File: config.mk
export PLATFORM = sky130hd
export DESIGN_NAME = spike_out_arbiter
export DESIGN_NICKNAME = d
export VERILOG_FILES = /design/src/rtl/spike_out_arbiter.sv
export SDC_FILE = /design/constraint.sdc
export NUM_CORES = 1
export LEC_CHECK = 0
export BUFFER_PORTS_ARGS = -buffer_cell sky130_fd_sc_hd__buf_2
export CAP_MARGIN = 20
export CORE_MARGIN = 2
export CORE_UTILIZATION = 50
export DETAILED_ROUTE_END_ITERATION = 7
export HOLD_SLACK_MARGIN = 0.1
export PLACE_DENSITY = 0.8
export SYNTH_ARGS = -nofsm -noshare
export SYNTH_HDL_FRONTEND = slang
export SYNTH_SLANG_ARGS = --single-unit
File: constraint.sdc
create_clock -name clk -period 4.19 [get_ports clk]
set_input_delay 1.257 -clock clk [delete_from_list [all_inputs] [get_ports clk]]
set_output_delay 1.257 -clock clk [all_outputs]
set_load 0.02 [all_outputs]
File: src/rtl/spike_out_arbiter.sv
// Merges per-column on/off spikes into one timestamped valid/ready event stream.
// One pending slot per column, round-robin grant, saturating count of colliding spikes.
module spike_out_arbiter #(
  parameter int NUM_COLS  = 4,
  parameter int TS_WIDTH  = 16,
  parameter int CNT_WIDTH = 8,
  parameter int COL_WIDTH = (NUM_COLS > 1) ? $clog2(NUM_COLS) : 1
) (
  input  logic                 clk,
  input  logic                 reset_n,
  input  logic                 enable,
  input  logic [NUM_COLS-1:0]  spike_valid,
  input  logic [NUM_COLS-1:0]  spike_on_off,
  output logic                 out_valid,
  input  logic                 out_ready,
  output logic [COL_WIDTH-1:0] out_col,
  output logic                 out_on_off,
  output logic [TS_WIDTH-1:0]  out_timestamp,
  input  logic                 clear_drops,
  output logic [CNT_WIDTH-1:0] drop_count,
  output logic                 drop_pulse
);

  localparam int SUM_W = CNT_WIDTH + COL_WIDTH + 1;
  localparam logic [CNT_WIDTH-1:0] CNT_MAX  = {CNT_WIDTH{1'b1}};
  localparam logic [COL_WIDTH:0]   NCOLS_W  = (COL_WIDTH+1)'(NUM_COLS);
  localparam logic [COL_WIDTH-1:0] LAST_COL = COL_WIDTH'(NUM_COLS - 1);

  logic [NUM_COLS-1:0]  slot_vld_q, slot_vld_d;
  logic [NUM_COLS-1:0]  slot_pol_q, slot_pol_d;
  logic [TS_WIDTH-1:0]  slot_ts_q [NUM_COLS];
  logic [TS_WIDTH-1:0]  slot_ts_d [NUM_COLS];
  logic [TS_WIDTH-1:0]  ts_q, ts_d;
  logic [COL_WIDTH-1:0] ptr_q, ptr_d;
  logic                 out_valid_q, out_valid_d;
  logic [COL_WIDTH-1:0] out_col_q, out_col_d;
  logic                 out_pol_q, out_pol_d;
  logic [TS_WIDTH-1:0]  out_ts_q, out_ts_d;
  logic [CNT_WIDTH-1:0] drop_cnt_q, drop_cnt_d;
  logic                 drop_pulse_q, drop_pulse_d;

  logic                 load_ok;
  logic                 grant_any;
  logic [COL_WIDTH-1:0] grant_idx;
  logic [COL_WIDTH:0]   idx_w;
  logic [NUM_COLS-1:0]  gnt_hot;
  logic [NUM_COLS-1:0]  cap;
  logic [NUM_COLS-1:0]  drop;
  logic [SUM_W-1:0]     drop_n;

  function automatic logic [CNT_WIDTH-1:0] sat_add(input logic [CNT_WIDTH-1:0] a,
                                                   input logic [SUM_W-1:0] b);
    logic [SUM_W-1:0] s;
    s = SUM_W'(a) + b;
    if (s > SUM_W'(CNT_MAX)) return CNT_MAX;
    return s[CNT_WIDTH-1:0];
  endfunction

  assign load_ok = !out_valid_q || out_ready;

  // Round-robin scan: walk downward so the last hit is the first valid slot at/after ptr.
  always_comb begin
    grant_any = 1'b0;
    grant_idx = '0;
    idx_w     = '0;
    for (int k = NUM_COLS - 1; k >= 0; k--) begin
      idx_w = {1'b0, ptr_q} + (COL_WIDTH+1)'(k);
      if (idx_w >= NCOLS_W) idx_w = idx_w - NCOLS_W;
      if (slot_vld_q[idx_w[COL_WIDTH-1:0]]) begin
        grant_any = 1'b1;
        grant_idx = idx_w[COL_WIDTH-1:0];
      end
    end
    gnt_hot = '0;
    if (load_ok && grant_any) gnt_hot[grant_idx] = 1'b1;
  end

  // A slot being granted this cycle can take a new spike without a collision.
  always_comb begin
    cap    = '0;
    drop   = '0;
    drop_n = '0;
    for (int i = 0; i < NUM_COLS; i++) begin
      cap[i]  = spike_valid[i] && enable && (!slot_vld_q[i] || gnt_hot[i]);
      drop[i] = spike_valid[i] && enable && slot_vld_q[i] && !gnt_hot[i];
      drop_n  = drop_n + SUM_W'(drop[i]);
    end
  end

  always_comb begin
    slot_vld_d  = slot_vld_q;
    slot_pol_d  = slot_pol_q;
    slot_ts_d   = slot_ts_q;
    ts_d        = ts_q + TS_WIDTH'(1);
    ptr_d       = ptr_q;
    out_valid_d = out_valid_q;
    out_col_d   = out_col_q;
    out_pol_d   = out_pol_q;
    out_ts_d    = out_ts_q;
    if (load_ok) begin
      out_valid_d = grant_any;
      if (grant_any) begin
        out_col_d             = grant_idx;
        out_pol_d             = slot_pol_q[grant_idx];
        out_ts_d              = slot_ts_q[grant_idx];
        slot_vld_d[grant_idx] = 1'b0;
        ptr_d                 = (grant_idx == LAST_COL) ? '0 : grant_idx + COL_WIDTH'(1);
      end
    end
    for (int i = 0; i < NUM_COLS; i++) begin
      if (cap[i]) begin
        slot_vld_d[i] = 1'b1;
        slot_pol_d[i] = spike_on_off[i];
        slot_ts_d[i]  = ts_q;
      end
    end
    drop_cnt_d   = clear_drops ? '0 : sat_add(drop_cnt_q, drop_n);
    drop_pulse_d = |drop;
  end

  always_ff @(posedge clk) begin
    if (!reset_n) begin
      slot_vld_q   <= '0;
      ts_q         <= '0;
      ptr_q        <= '0;
      out_valid_q  <= 1'b0;
      out_col_q    <= '0;
      out_pol_q    <= 1'b0;
      out_ts_q     <= '0;
      drop_cnt_q   <= '0;
      drop_pulse_q <= 1'b0;
    end else begin
      slot_vld_q   <= slot_vld_d;
      ts_q         <= ts_d;
      ptr_q        <= ptr_d;
      out_valid_q  <= out_valid_d;
      out_col_q    <= out_col_d;
      out_pol_q    <= out_pol_d;
      out_ts_q     <= out_ts_d;
      drop_cnt_q   <= drop_cnt_d;
      drop_pulse_q <= drop_pulse_d;
    end
  end

  // Slot payload is qualified by slot_vld_q, so it needs no reset.
  always_ff @(posedge clk) begin
    slot_pol_q <= slot_pol_d;
    slot_ts_q  <= slot_ts_d;
  end

  assign out_valid     = out_valid_q;
  assign out_col       = out_col_q;
  assign out_on_off    = out_pol_q;
  assign out_timestamp = out_ts_q;
  assign drop_count    = drop_cnt_q;
  assign drop_pulse    = drop_pulse_q;

endmodule
==> metrics.md <==
| Metric | Value |
|---|---|
| Run status | finished, final reports clean |
| Placed Cells | 494 |
| Die Height | 101 um |
| Rows | 35 |
| CP delay by family, top | adder cells |
| Final WS setup | 0.379 ns |
| Final setup fails | 0 |
| WL final | 8890 um |
| Avg Inst Size Synth | 13.4 um^2 |
| RSZ-0062 raised after global routing | false |
| DRT iter0 DRCs | 142 |
| Area growth, synth to finish | 18.3% |
| Cts hold-fix bufs | 0 |
| HP Class | flop to flop |
| Port Buf Inserts | 41 |
| Maximum VDD drop | 0.296 mV |
| Post-DRT Antenna Nets | 0 |
| FILL cells | 704 |
| LEAKAGE | 2.13 nW |
| Crit end category | flop |
| Fmax | 0.262 GHz |
| Antenna cells | 0 |
| Hold Path Stages | 2 |
| Syn_nets | 370 |
| Most common flop cell mapped by yosys | edfxtp_1 |
| Part of the cycle the worst path needs | 91.0% |
| Clock-pin slew on the worst setup and hold paths | 0.05 ns |
| CTS buffer count | 17 |
| Most common cell in the synthesized netlist | edfxtp_1 |
| Cell taking the most area after synthesis | edfxtp_1 |
| Metal1 wirelength | 3910 um |
| WL/cell | 16.9 um |
| Max incr delay on CP | 0.44 ns |
| Die Area | 0.0102 mm^2 |
| DP Wirelength | 5230 um |
| Critical Path Fanout Max | 10 |
| GRT Total Usage | 18.9% |
| Arr. time, crit path | 4.25 ns |
| Endpoints failing hold | 0 |
| Mapped Cells | 351 |
| Total of max-cap violations | 0 |
| Top-area cell type share of the netlist area | 43.3% |
| Via Count | 2,887 |
| Post-synth EDFFs | 68 |
| Tmin final | 3.81 ns |
| Vias in the first global route | 2,922 |
| Post-synthesis sequential area ratio | 64.9% |
| R2R depth | 16 |
| Io pins | 42 |
| Drt drc | 0 |
| Top cells by count, synth | edfxtp_1, dfxtp_1, mux2i_1 |
| Pre-antenna DRT Iters | 4 |
| Top cells by area, synth | edfxtp_1, dfxtp_1, mux2i_1 |
| CTS tree | done |
| Buf/Inv on CP | 3 |
| Worst Path Required | 4.63 ns |
| Setup TNS | 0 ns |
| Kind of critical path | flop to flop |
| Crit path cell chain | a21oi_1 -> o21a_1 -> o22ai_4 -> ha_1 -> inv_1 -> o21ai_0 -> nor2_1 -> inv_1 -> fa_1 -> fa_1 -> inv_1 -> fa_1 -> and3_1 -> and3_1 -> nand3_1 -> a21oi_1 |
| Critical path launch point type | flop |
| Clk_lat worst skew | 0.52 ns |
| CTS root buf | clkbuf_8 |
| Cell Area, Synth | 0.00472 mm^2 |
| CTS Buffer Depth | 2 |
| H-Tree Level Count | 4 |
| Synth Register Bits | 119 |
| Placed Area | 0.00501 mm^2 |
| Largest net degree at the start of global routing | 40 |
| DR vias/cell | 5.49 |
| Clock Skews | 0.00861 ns |
| Initial antenna violation count | 0 |
| Fin nets | 421 |
| Global-route wire length before repair | 14,300 um |
| Asr flop ratio synth | 0% |
| Setup slack at placement | 0.00749 ns |
| Synth unique cells | 45 |
| Top Metal Used | met4 |
| Slew HR | 43.7% |
| Die outline width | 101 um |
| Met2 wire length | 4490 um |
| Critical path's slowest cell | dfxtp_1 |
| Slew Limit Fails | 0 |
| Design Area, Final | 0.00558 mm^2 |
| Core footprint | 0.00920 mm^2 |
| Cell Pwr Density | 538 mW/mm^2 |
| Synth warnings | 0 |
| Initial Util | 51.3% |
| Number of clock sinks | 119 |
| Worst path depth | 16 |
| Gpl congestion | 0.740 |
| GRT overflow | 0 |
| Actual slew at the worst max-slew pin | 0.844 ns |
| Detail Route met3 WL | 373 um |
| Final cell count without fillers | 526 |
| Share of cells above drive strength 1 | 20.7% |
[cell type report]
| type | count | area (um^2) | area share (%) |
|---|---|---|---|
| Clock inverter | 12 | 128 | 2.29 |
| Clock buffer | 20 | 445 | 7.98 |
| Tap cell | 111 | 139 | 2.49 |
| Timing Repair Buffer | 47 | 250 | 4.48 |
| Multi-Input combinational cell | 202 | 1500 | 26.8 |
| Inverter | 15 | 56.3 | 1.01 |
| Sequential cell | 119 | 3060 | 54.9 |
[stage by stage]
stage,power (W),util [%],hold slack [ns]
2_1_floorplan,0.00157,-,0.456
3_3_place_gp,0.00164,54.4,0.437
3_5_place_dp,0.00165,54.4,0.446
4_1_cts,0.00303,60.7,0.454
5_1_grt,0.00311,60.7,0.483
6_report,0.00300,60.7,0.453
[repair_timing]
| action | in CTS | in global routing |
|---|---|---|
| resized for setup | 0 | 1 |
| buffers inserted | 0 | 0 |
| endpoints found under the setup margin | 0 | 4 |
[where the power goes]
part           internal [W]  switching (W)
clock              0.000873       0.000502
combinational      0.000105       0.000179
sequential          0.00130      0.0000371
total               0.00228       0.000718
[layout by cell type, fill, tap and decap left out, drive strengths merged, types with 2 or more instances in the layout]
master / instances
clkinv: 6
o221ai: 17
or3: 3
dfxtp: 51
bufinv: 2
edfxtp: 68
a31oi: 2
o21a: 4
ha: 3
nor2b: 5
a21o: 2
a21oi: 11
and2: 18
nand2b: 2
nand4: 4
o21ai: 7
o31a: 2
nor3: 2
nand2: 33
and3: 5
nor2: 6
clkbuf: 20
clkinvlp: 4
xor2: 7
inv: 15
buf: 47
nand3: 5
a21boi: 8
o311a: 2
fa: 3
mux2i: 36
xnor2: 8
[path summary, 6_finish.rpt]
kind	start	endpoint	slack, ns
worst min register to register	out_col[0]	out_col[0]	0.45
worst max register to register	slot_vld_q[0]	drop_count[0]	0.38
worst min-delay path	out_col[0]	out_col[0]	0.45
worst max-delay path	slot_vld_q[0]	drop_count[0]	0.38
[cells by family after synthesis]
family          share of synthesized area (%)
flops                                    64.9
buf+inv                                  3.32
fa+ha+maj                                2.07
simple gates                             10.0
mux                                      7.64
xor+xnor                                 2.79
compound gates                           9.26
[registers in the layout (all words and copies together) (netlist names)]
name,flops
ptr_q,2
out_col,2
ts_q,16
out_on_off,1
drop_pulse,1
slot_ts_q,64
out_timestamp,16
out_valid,1
drop_count,8
slot_vld_q,4
slot_pol_q,4
[layer usage]
layer	vias up	track usage (%)
li1	1386	-
met1	1426	22.3
met2	62	32.0
met3	13	7.04
met4	0	6.76
met5	-	0
[worst register-to-register path: cells and delay by family, from the launching register on]
family	cells	cell delay [ns]
AO/OA/AOI/OAI	5	1.04
adder cells (fa/ha/maj)	4	1.28
AND/OR/NAND/NOR	4	0.75
buffers and inverters	3	0.22
flip-flops	1	0.44
Note: power is estimated with default switching activity, not from simulation.
